==> config.mk <==
export PLATFORM = sky130hd
export DESIGN_NAME = uart_rx_fifo
export DESIGN_NICKNAME = d
export VERILOG_FILES = /design/src/rtl/uart_rx_fifo.sv
export SDC_FILE = /design/constraint.sdc
export NUM_CORES = 1
export LEC_CHECK = 0
export BUFFER_PORTS_ARGS = -buffer_cell sky130_fd_sc_hd__buf_2
export CAP_MARGIN = 20
export CORE_UTILIZATION = 38
export CTS_CLUSTER_DIAMETER = 120
export CTS_CLUSTER_SIZE = 28
export DETAILED_ROUTE_END_ITERATION = 7
export REMOVE_ABC_BUFFERS = 1
export SLEW_MARGIN = 20
export SYNTH_ARGS = -nofsm -noshare
export SYNTH_HDL_FRONTEND = slang
export SYNTH_SLANG_ARGS = --single-unit
==> constraint.sdc <==
create_clock -name clk_50m -period 4.7 [get_ports clk_50m]
set_input_delay 0.235 -clock clk_50m [delete_from_list [all_inputs] [get_ports clk_50m]]
set_output_delay 0.235 -clock clk_50m [all_outputs]
set_load 0.02 [all_outputs]
==> src/rtl/uart_rx_fifo.sv <==
// uart_rx_fifo: oversampled serial receiver with majority voting, configurable
// framing/parity, sticky error and break flags, and a show-ahead receive FIFO.
//
// Read handshake: rd_data carries the FIFO head whenever rd_valid=1. A cycle
// with rd_en=1 and rd_valid=1 consumes the head at the next clock edge.
// rd_en while rd_valid=0 is ignored. There is no backpressure on the serial
// side: a character arriving into a full FIFO with no pop in that cycle is
// dropped and flagged in overrun.
module uart_rx_fifo #(
  parameter int CLK_HZ     = 50000000,
  parameter int BAUD       = 19200,
  parameter int OVERSAMPLE = 16,
  parameter int DATA_BITS  = 8,
  parameter int PARITY     = 0,
  parameter int STOP_BITS  = 1,
  parameter int FIFO_DEPTH = 16,
  parameter int SIM        = 0
) (
  input  logic                          clk_50m,
  input  logic                          rst_n,
  input  logic                          sin,
  input  logic                          rd_en,
  input  logic                          clr_err,
  output logic [DATA_BITS-1:0]          rd_data,
  output logic                          rd_valid,
  output logic [$clog2(FIFO_DEPTH):0]   level,
  output logic                          frame_err,
  output logic                          parity_err,
  output logic                          overrun,
  output logic                          break_det,
  output logic [2:0]                    o_dbg_state
);

  localparam int AW       = $clog2(FIFO_DEPTH);
  localparam int BAUD_OS  = BAUD * OVERSAMPLE;
  localparam int DIV_CALC = (CLK_HZ + BAUD_OS / 2) / BAUD_OS;
  localparam int DIV      = (SIM != 0) ? 4 : ((DIV_CALC < 1) ? 1 : DIV_CALC);
  localparam int DW       = (DIV > 1) ? $clog2(DIV) : 1;
  localparam int PW       = $clog2(OVERSAMPLE);

  localparam logic [DW-1:0] DIV_LAST = DW'(DIV - 1);
  localparam logic [PW-1:0] PH_S0    = PW'(OVERSAMPLE / 2 - 1);
  localparam logic [PW-1:0] PH_S1    = PW'(OVERSAMPLE / 2);
  localparam logic [PW-1:0] PH_VOTE  = PW'(OVERSAMPLE / 2 + 1);
  localparam logic [PW-1:0] PH_LAST  = PW'(OVERSAMPLE - 1);
  localparam logic [3:0]    BIT_LAST = 4'(DATA_BITS - 1);
  localparam logic [AW:0]   LVL_FULL = (AW + 1)'(FIFO_DEPTH);

  // Elaboration-time guards on the parameter ranges the logic relies on.
  if (OVERSAMPLE < 8 || (OVERSAMPLE % 2) != 0) begin : g_bad_os
    $error("OVERSAMPLE must be even and >= 8");
  end
  if (DATA_BITS < 5 || DATA_BITS > 9) begin : g_bad_data_bits
    $error("DATA_BITS must be 5..9");
  end
  if (PARITY < 0 || PARITY > 2) begin : g_bad_parity
    $error("PARITY must be 0, 1 or 2");
  end
  if (STOP_BITS < 1 || STOP_BITS > 2) begin : g_bad_stop_bits
    $error("STOP_BITS must be 1 or 2");
  end
  if (FIFO_DEPTH < 2 || (FIFO_DEPTH & (FIFO_DEPTH - 1)) != 0) begin : g_bad_depth
    $error("FIFO_DEPTH must be a power of two >= 2");
  end

  typedef enum logic [2:0] {
    S_IDLE   = 3'd0,
    S_START  = 3'd1,
    S_DATA   = 3'd2,
    S_PARITY = 3'd3,
    S_STOP   = 3'd4,
    S_BREAK  = 3'd5
  } state_t;

  state_t                 r_state, w_state_nxt;
  logic [1:0]             r_sync;
  logic                   r_sin_d;
  logic [DW-1:0]          r_div;
  logic [PW-1:0]          r_phase;
  logic                   r_s0, r_s1;
  logic [3:0]             r_bit_cnt;
  logic [DATA_BITS-1:0]   r_shift;
  logic                   r_par_bit, r_par_bad;
  logic [DATA_BITS-1:0]   r_mem [FIFO_DEPTH];
  logic [AW-1:0]          r_wptr, r_rptr;
  logic [AW:0]            r_level;
  logic                   r_frame_err, r_parity_err, r_overrun, r_break_det;

  logic w_sin_s, w_fall, w_tick, w_active, w_vote_cyc, w_vote, w_par_exp, w_all_zero;
  logic w_start, w_shift, w_par_load, w_push_req, w_set_fe, w_set_pe, w_set_bk;
  logic w_pop, w_full, w_push, w_drop;

  assign w_sin_s    = r_sync[1];
  assign w_fall     = r_sin_d & ~w_sin_s;
  assign w_tick     = (r_div == DIV_LAST);
  assign w_active   = (r_state == S_START) || (r_state == S_DATA) ||
                      (r_state == S_PARITY) || (r_state == S_STOP);
  assign w_vote_cyc = w_tick & w_active & (r_phase == PH_VOTE);
  // Third sample is taken live on the vote cycle, so the vote needs no extra flop.
  assign w_vote     = (r_s0 & r_s1) | (r_s0 & w_sin_s) | (r_s1 & w_sin_s);
  assign w_par_exp  = (PARITY == 1) ? ~(^r_shift) : (^r_shift);
  assign w_all_zero = (r_shift == '0) & ~r_par_bit;

  // Two-flop synchroniser plus a delayed copy for edge detection; idle-high preset.
  always_ff @(posedge clk_50m or negedge rst_n) begin
    if (!rst_n) begin
      r_sync  <= 2'b11;
      r_sin_d <= 1'b1;
    end else begin
      r_sync  <= {r_sync[0], sin};
      r_sin_d <= w_sin_s;
    end
  end

  // Free-running sample-tick divider.
  always_ff @(posedge clk_50m or negedge rst_n) begin
    if (!rst_n) r_div <= '0;
    else if (w_tick) r_div <= '0;
    else r_div <= r_div + 1'b1;
  end

  // Phase within the current bit; restarts on start detect, wraps every bit.
  always_ff @(posedge clk_50m or negedge rst_n) begin
    if (!rst_n) begin
      r_phase <= '0;
      r_s0    <= 1'b1;
      r_s1    <= 1'b1;
    end else if (w_start) begin
      r_phase <= '0;
    end else if (w_tick && w_active) begin
      if (r_phase == PH_S0) r_s0 <= w_sin_s;
      if (r_phase == PH_S1) r_s1 <= w_sin_s;
      r_phase <= (r_phase == PH_LAST) ? '0 : r_phase + 1'b1;
    end
  end

  // Character datapath: bit counter, LSB-first shift register, parity capture.
  always_ff @(posedge clk_50m or negedge rst_n) begin
    if (!rst_n) begin
      r_bit_cnt <= '0;
      r_shift   <= '0;
      r_par_bit <= 1'b0;
      r_par_bad <= 1'b0;
    end else if (w_start) begin
      r_bit_cnt <= '0;
      r_par_bit <= 1'b0;
      r_par_bad <= 1'b0;
    end else begin
      if (w_shift) begin
        r_bit_cnt <= r_bit_cnt + 1'b1;
        r_shift   <= {w_vote, r_shift[DATA_BITS-1:1]};
      end
      if (w_par_load) begin
        r_par_bit <= w_vote;
        r_par_bad <= (w_vote != w_par_exp);
      end
    end
  end

  // Receiver FSM state register.
  always_ff @(posedge clk_50m or negedge rst_n) begin
    if (!rst_n) r_state <= S_IDLE;
    else r_state <= w_state_nxt;
  end

  // Receiver FSM next state and per-cycle control strobes.
  always_comb begin
    w_state_nxt = r_state;
    w_start     = 1'b0;
    w_shift     = 1'b0;
    w_par_load  = 1'b0;
    w_push_req  = 1'b0;
    w_set_fe    = 1'b0;
    w_set_pe    = 1'b0;
    w_set_bk    = 1'b0;
    case (r_state)
      S_IDLE: begin
        if (w_fall) begin
          w_start     = 1'b1;
          w_state_nxt = S_START;
        end
      end
      S_START: begin
        if (w_vote_cyc) w_state_nxt = w_vote ? S_IDLE : S_DATA;
      end
      S_DATA: begin
        if (w_vote_cyc) begin
          w_shift = 1'b1;
          if (r_bit_cnt == BIT_LAST) w_state_nxt = (PARITY != 0) ? S_PARITY : S_STOP;
        end
      end
      S_PARITY: begin
        if (w_vote_cyc) begin
          w_par_load  = 1'b1;
          w_state_nxt = S_STOP;
        end
      end
      S_STOP: begin
        if (w_vote_cyc) begin
          if (w_vote) begin
            w_push_req  = 1'b1;
            w_set_pe    = r_par_bad;
            w_state_nxt = S_IDLE;
          end else if (w_all_zero) begin
            w_set_bk    = 1'b1;
            w_state_nxt = S_BREAK;
          end else begin
            w_set_fe    = 1'b1;
            w_state_nxt = S_IDLE;
          end
        end
      end
      S_BREAK: begin
        if (w_sin_s) w_state_nxt = S_IDLE;
      end
      default: w_state_nxt = S_IDLE;
    endcase
  end

  assign w_pop  = rd_en & rd_valid;
  assign w_full = (r_level == LVL_FULL);
  assign w_push = w_push_req & (~w_full | w_pop);
  assign w_drop = w_push_req & w_full & ~w_pop;

  // FIFO storage; contents need no reset because rd_data is masked by rd_valid.
  always_ff @(posedge clk_50m) begin
    if (w_push) r_mem[r_wptr] <= r_shift;
  end

  // FIFO pointers and occupancy; simultaneous push and pop leave level unchanged.
  always_ff @(posedge clk_50m or negedge rst_n) begin
    if (!rst_n) begin
      r_wptr  <= '0;
      r_rptr  <= '0;
      r_level <= '0;
    end else begin
      if (w_push) r_wptr <= r_wptr + 1'b1;
      if (w_pop)  r_rptr <= r_rptr + 1'b1;
      case ({w_push, w_pop})
        2'b10:   r_level <= r_level + 1'b1;
        2'b01:   r_level <= r_level - 1'b1;
        default: r_level <= r_level;
      endcase
    end
  end

  // Sticky error flags; a set event outranks clr_err in the same cycle.
  always_ff @(posedge clk_50m or negedge rst_n) begin
    if (!rst_n) begin
      r_frame_err  <= 1'b0;
      r_parity_err <= 1'b0;
      r_overrun    <= 1'b0;
      r_break_det  <= 1'b0;
    end else begin
      r_frame_err  <= w_set_fe | (r_frame_err  & ~clr_err);
      r_parity_err <= w_set_pe | (r_parity_err & ~clr_err);
      r_overrun    <= w_drop   | (r_overrun    & ~clr_err);
      r_break_det  <= w_set_bk | (r_break_det  & ~clr_err);
    end
  end

  assign rd_valid    = (r_level != '0);
  assign rd_data     = rd_valid ? r_mem[r_rptr] : '0;
  assign level       = r_level;
  assign frame_err   = r_frame_err;
  assign parity_err  = r_parity_err;
  assign overrun     = r_overrun;
  assign break_det   = r_break_det;
  assign o_dbg_state = r_state;

endmodule

==> metrics.md <==
| Metric | Value |
|---|---|
| P_int | 2.40 mW |
| Area delta synth->final | 12.0% |
| Clock group share of total power | between 40% and 50% |
| Maximum vdd ir drop | just under 0.3 mV |
| Count of instances resized after the clock tree is built | 0 |
| Number of iterations in the first detailed-routing pass | 6 |
| Area occupied by multi-input gates | ~0.0024 mm^2 |
| Clock buffer count from CTS | 17 |
| Parity-gate share of the synthesized area counting xor and xnor cells | roughly 2.4% |
| Share of cells above drive strength 1 | a little over a fifth |
| Routed wire length | ~15,000 um |
| Final worst-path cycle share | between 60% and 70% |
| Horizontal die dimension | roughly 150 um |
| Post-synthesis instance area | between 0.007 and 0.008 mm^2 |
| Synthesized-area fraction occupied by ao, oa, aoi and oai cells | under 10% |
| Count of warnings emitted by yosys | 0 |
| Final total negative setup slack | 0 ns |
| Clock-pin slew on the worst setup and hold paths | roughly 0.070 ns |
| Number of remaining DRC errors | 0 |
| Multiplexer fraction of the synthesized cell area | about an eighth |
| Largest fanout on the critical path | 19 |
| Net load switching power | just under 0.7 mW |
| Drt via density | approximately 5.3 |
| Register bit total from synthesis | ~180 |
| Number of enable flip-flop cells after synthesis | ~130 |
| Met2 WL | 7690 um |
| Depth of the CTS H-tree | 4 |
| Max-slew violation count | 0 |
| # clock sinks | between 150 and 200 |
| Part of the power in registers | between 50% and 60% |
| Final count of hold timing violations | 0 |
| CTS Root Buffer Type | clkbuf_16 |
| Core outline area | 0.0198 mm^2 |
| DP Wirelength | 9790 um |
| Power density relative to cell area | 355 mW/mm^2 |
| Post-synth top flop | edfxtp_1 |
| Initial antenna violation count | 0 |
| Family with the most delay on the worst path | simple AND/OR/NAND/NOR gates |
| Combinational fraction of design power | around 2.2% |
| Worst path buffer plus inverter count | 1 |
| Count of cell types in the netlist | a little over 60 |
| Net switching fraction of the power | between 20 and 25% |
| Critical path data arrival time | ~3.6 ns |
| Count of mapped cells out of synthesis | 487 |
| Combinational family with the most area after synthesis | multiplexers |
| Transition at the pin with the smallest max-transition slack | about 1.1 ns |
| Die Footprint | ~0.021 mm^2 |
| Type of element launching the critical path | register |
| Initial standard-cell utilization of the core | about 39% |
| Crit Path Category | register to register |
| Die H | 145 um |
| Worst EP required | roughly 5.0 ns |
| Storage cell area | 0.00513 mm^2 |
| Final min period | 3.28 ns |
| Quantity of hold-fixing buffers added after cts | 2 |
| Wire length of the first global-routing pass | 24,400 um |
| Worst slew margin relative to its limit | ~28% |
| Clock network latency to the later pin of the worst-skew pair | about 0.42 ns |
| Buffers on Ports | 25 |
| Setup clock skew after layout | 0.00941 ns |
| Leading cell types in the layout, fill and taps excluded | 128 x edfxtp_1, 44 x dfrtp_1, 32 x mux4_2 |
| Avg Inst Size Synth | 16.0 um^2 |
| Maximum operating frequency | about 310 MHz |
| Post-Route M1 WL | between 6000 and 7000 um |
| Num rows | 51 |
| Post-synthesis share of cell area spent on full adders, half adders and majority gates | 3.19% |
| Number of antenna repair diodes | 0 |
| Pin count of the biggest net entering global routing | 52 |
| Fill cell total of the finished layout | approximately 1,800 |
| Share of the yosys chip area belonging to registers | about two thirds |
| HP Class | input port to register |
| Highest metal layer with signal wires | met4 |
| Final hold slack | roughly 0.032 ns |
| GRT Resource Usage Total | about 15% |
| Number of failing setup endpoints in the final timing report | 0 |
| Number of global-route vias before repair | between 4,000 and 5,000 |
| Met3 WL | 792 um |
| Maximum number of buffers from clock root to sink | 2 |
| Final weighted congestion of routability-driven global placement | around 0.8 |
| Clock tree from TritonCTS | built |
| Number of ports placed on the die boundary | 26 |
| Cell Chain, Critical Path | nor3b_1 -> o211ai_1 -> nor2_2 -> inv_1 -> ha_1 -> xor2_1 -> ha_1 -> o211a_1 -> o31ai_1 -> a31oi_1 -> xor2_1 |
| Status | finished, final reports clean |
| Remaining antenna violation count after routing | 0 |
| Fin nets | roughly 530 |
| Overflow left after global routing | 0 |
| DRC violation total after the first TritonRoute iteration | between 300 and 400 |
| Count of vias placed by the detailed router | 4,209 |
| Reg-to-reg slack, setup | around 1.4 ns |
| Post-CTS Repair Setup Buffers | 0 |
| Pleak | approximately 3.4 nW |
| Slowest stage cell, crit path | dfrtp_1 |
| Number of max-cap violations | 0 |
| Synthesized-area fraction occupied by and/or/nand/nor cells | 8.37% |
| Wire length per cell | approximately 19 um |
| Type of destination of the critical path | register |
| Proportion of register bits with asynchronous set or reset after synthesis | 28.5% |
| Slowest Stage Delay on Critical Path | about 0.53 ns |
| Setup repair after global routing missed its margin | no |
| Commonest non-fill, non-tap cell in the layout | edfxtp_1 |
==> state kept, by name, indices dropped and copies added, names as in the netlist, 3 cells and up <==
| register | flops |
|---|---|
| r_mem | 128 |
| r_div | 8 |
| r_shift | 8 |
| level | 5 |
| r_bit_cnt | 4 |
| r_phase | 4 |
| r_rptr | 4 |
| r_wptr | 4 |
| o_dbg_state | 3 |
==> through the flow <==
stage               power [mW]  std cells  instance area [um^2]  util [%]  worst slack [ns]
floorplan                 1.77        461                  7650         -              1.80
global placement          1.81        754                  8140      41.1              1.60
detailed placement        1.81        754                  8140      41.1              1.44
CTS                       3.11        788                  8700      44.0              1.43
global route              3.19        788                  8710      44.0              1.18
finish                    3.09        788                  8710      44.0              1.42
==> area by class of cell <==
class,count,area share (%)
well taps,265,3.81
flip-flops and latches,179,58.9
multi-input cells,256,27.9
repair buffers,30,1.93
inverters,26,1.12
clock inverters,14,1.38
clock buffers,18,4.93
==> per-layer routing <==
metal,global-route usage [%],vias up
met4,4.21,0
met3,3.77,20
met1,19.2,2142
met2,26.3,115
li1,-,1932
met5,0,-
==> power by group through the flow <==
stage / registers (mW) / logic (mW) / clock network (mW)
floorplan: 1.74 / 0.0319 / 0
global placement: 1.74 / 0.0691 / 0
detailed placement: 1.74 / 0.0676 / 0
CTS: 1.71 / 0.0691 / 1.34
global route: 1.71 / 0.0755 / 1.41
finish: 1.71 / 0.0675 / 1.31
==> worst paths after layout <==
check | cells after the start | start | endpoint
setup reg to reg | 11 | o_dbg_state[2] | level[4]
min in group asynchronous | 3 | rst_n | r_div[0]
hold / removal | 2 | clr_err | parity_err
max in group asynchronous | 3 | rst_n | r_rptr[0]
hold reg to reg | 0 | r_sync[0] | r_sync[1]
setup / recovery | 11 | o_dbg_state[2] | level[4]
==> synthesized netlist by cell type, drive strengths merged, types with 3 or more instances <==
library cell  count  share of area (%)
edfxtp          128                 49
dfrtp            46                 15
mux4             32                9.3
inv              26                1.3
o21ai            22                1.4
nand2            20               0.97
ha               19                3.1
mux2i            19                2.4
xnor2            15                1.7
clkbuf           14               0.68
nor2             13               0.66
buf              12               0.90
nand3            11               0.71
o22ai            11               0.89
and4b             9                1.2
a21oi             8               0.51
xor2              6               0.68
dfstp             5                1.7
mux2              5               0.72
nand4             5               0.56
nor3b             5               0.63
and4              4               0.45
and4bb            4               0.69
nand2b            4               0.32
and2              3               0.24
o41ai             3               0.34
or3               3               0.24
==> worst reg2reg max path: stages (launching register included) <==
cell and delay [ns]:
dfrtp_1 0.53, nor3b_1 0.41, o211ai_1 0.17, nor2_2 0.47, inv_1 0.14, ha_1 0.33
xor2_1 0.19, ha_1 0.23, o211a_1 0.24, o31ai_1 0.20, a31oi_1 0.09, xor2_1 0.17
==> logic make-up (layout without fill, tap and decap cells) <==
| family | Yosys count | after routing |
|---|---|---|
| and+or+nand+nor | 99 | 99 |
| DFF | 179 | 179 |
| AOI/OAI and AO/OA | 60 | 60 |
| xor gates and xnor gates | 21 | 21 |
| muxes | 56 | 56 |
| adders and majority gates | 20 | 20 |
| buffers and inverters | 52 | 88 |
Power figures use the tool's default switching activity.
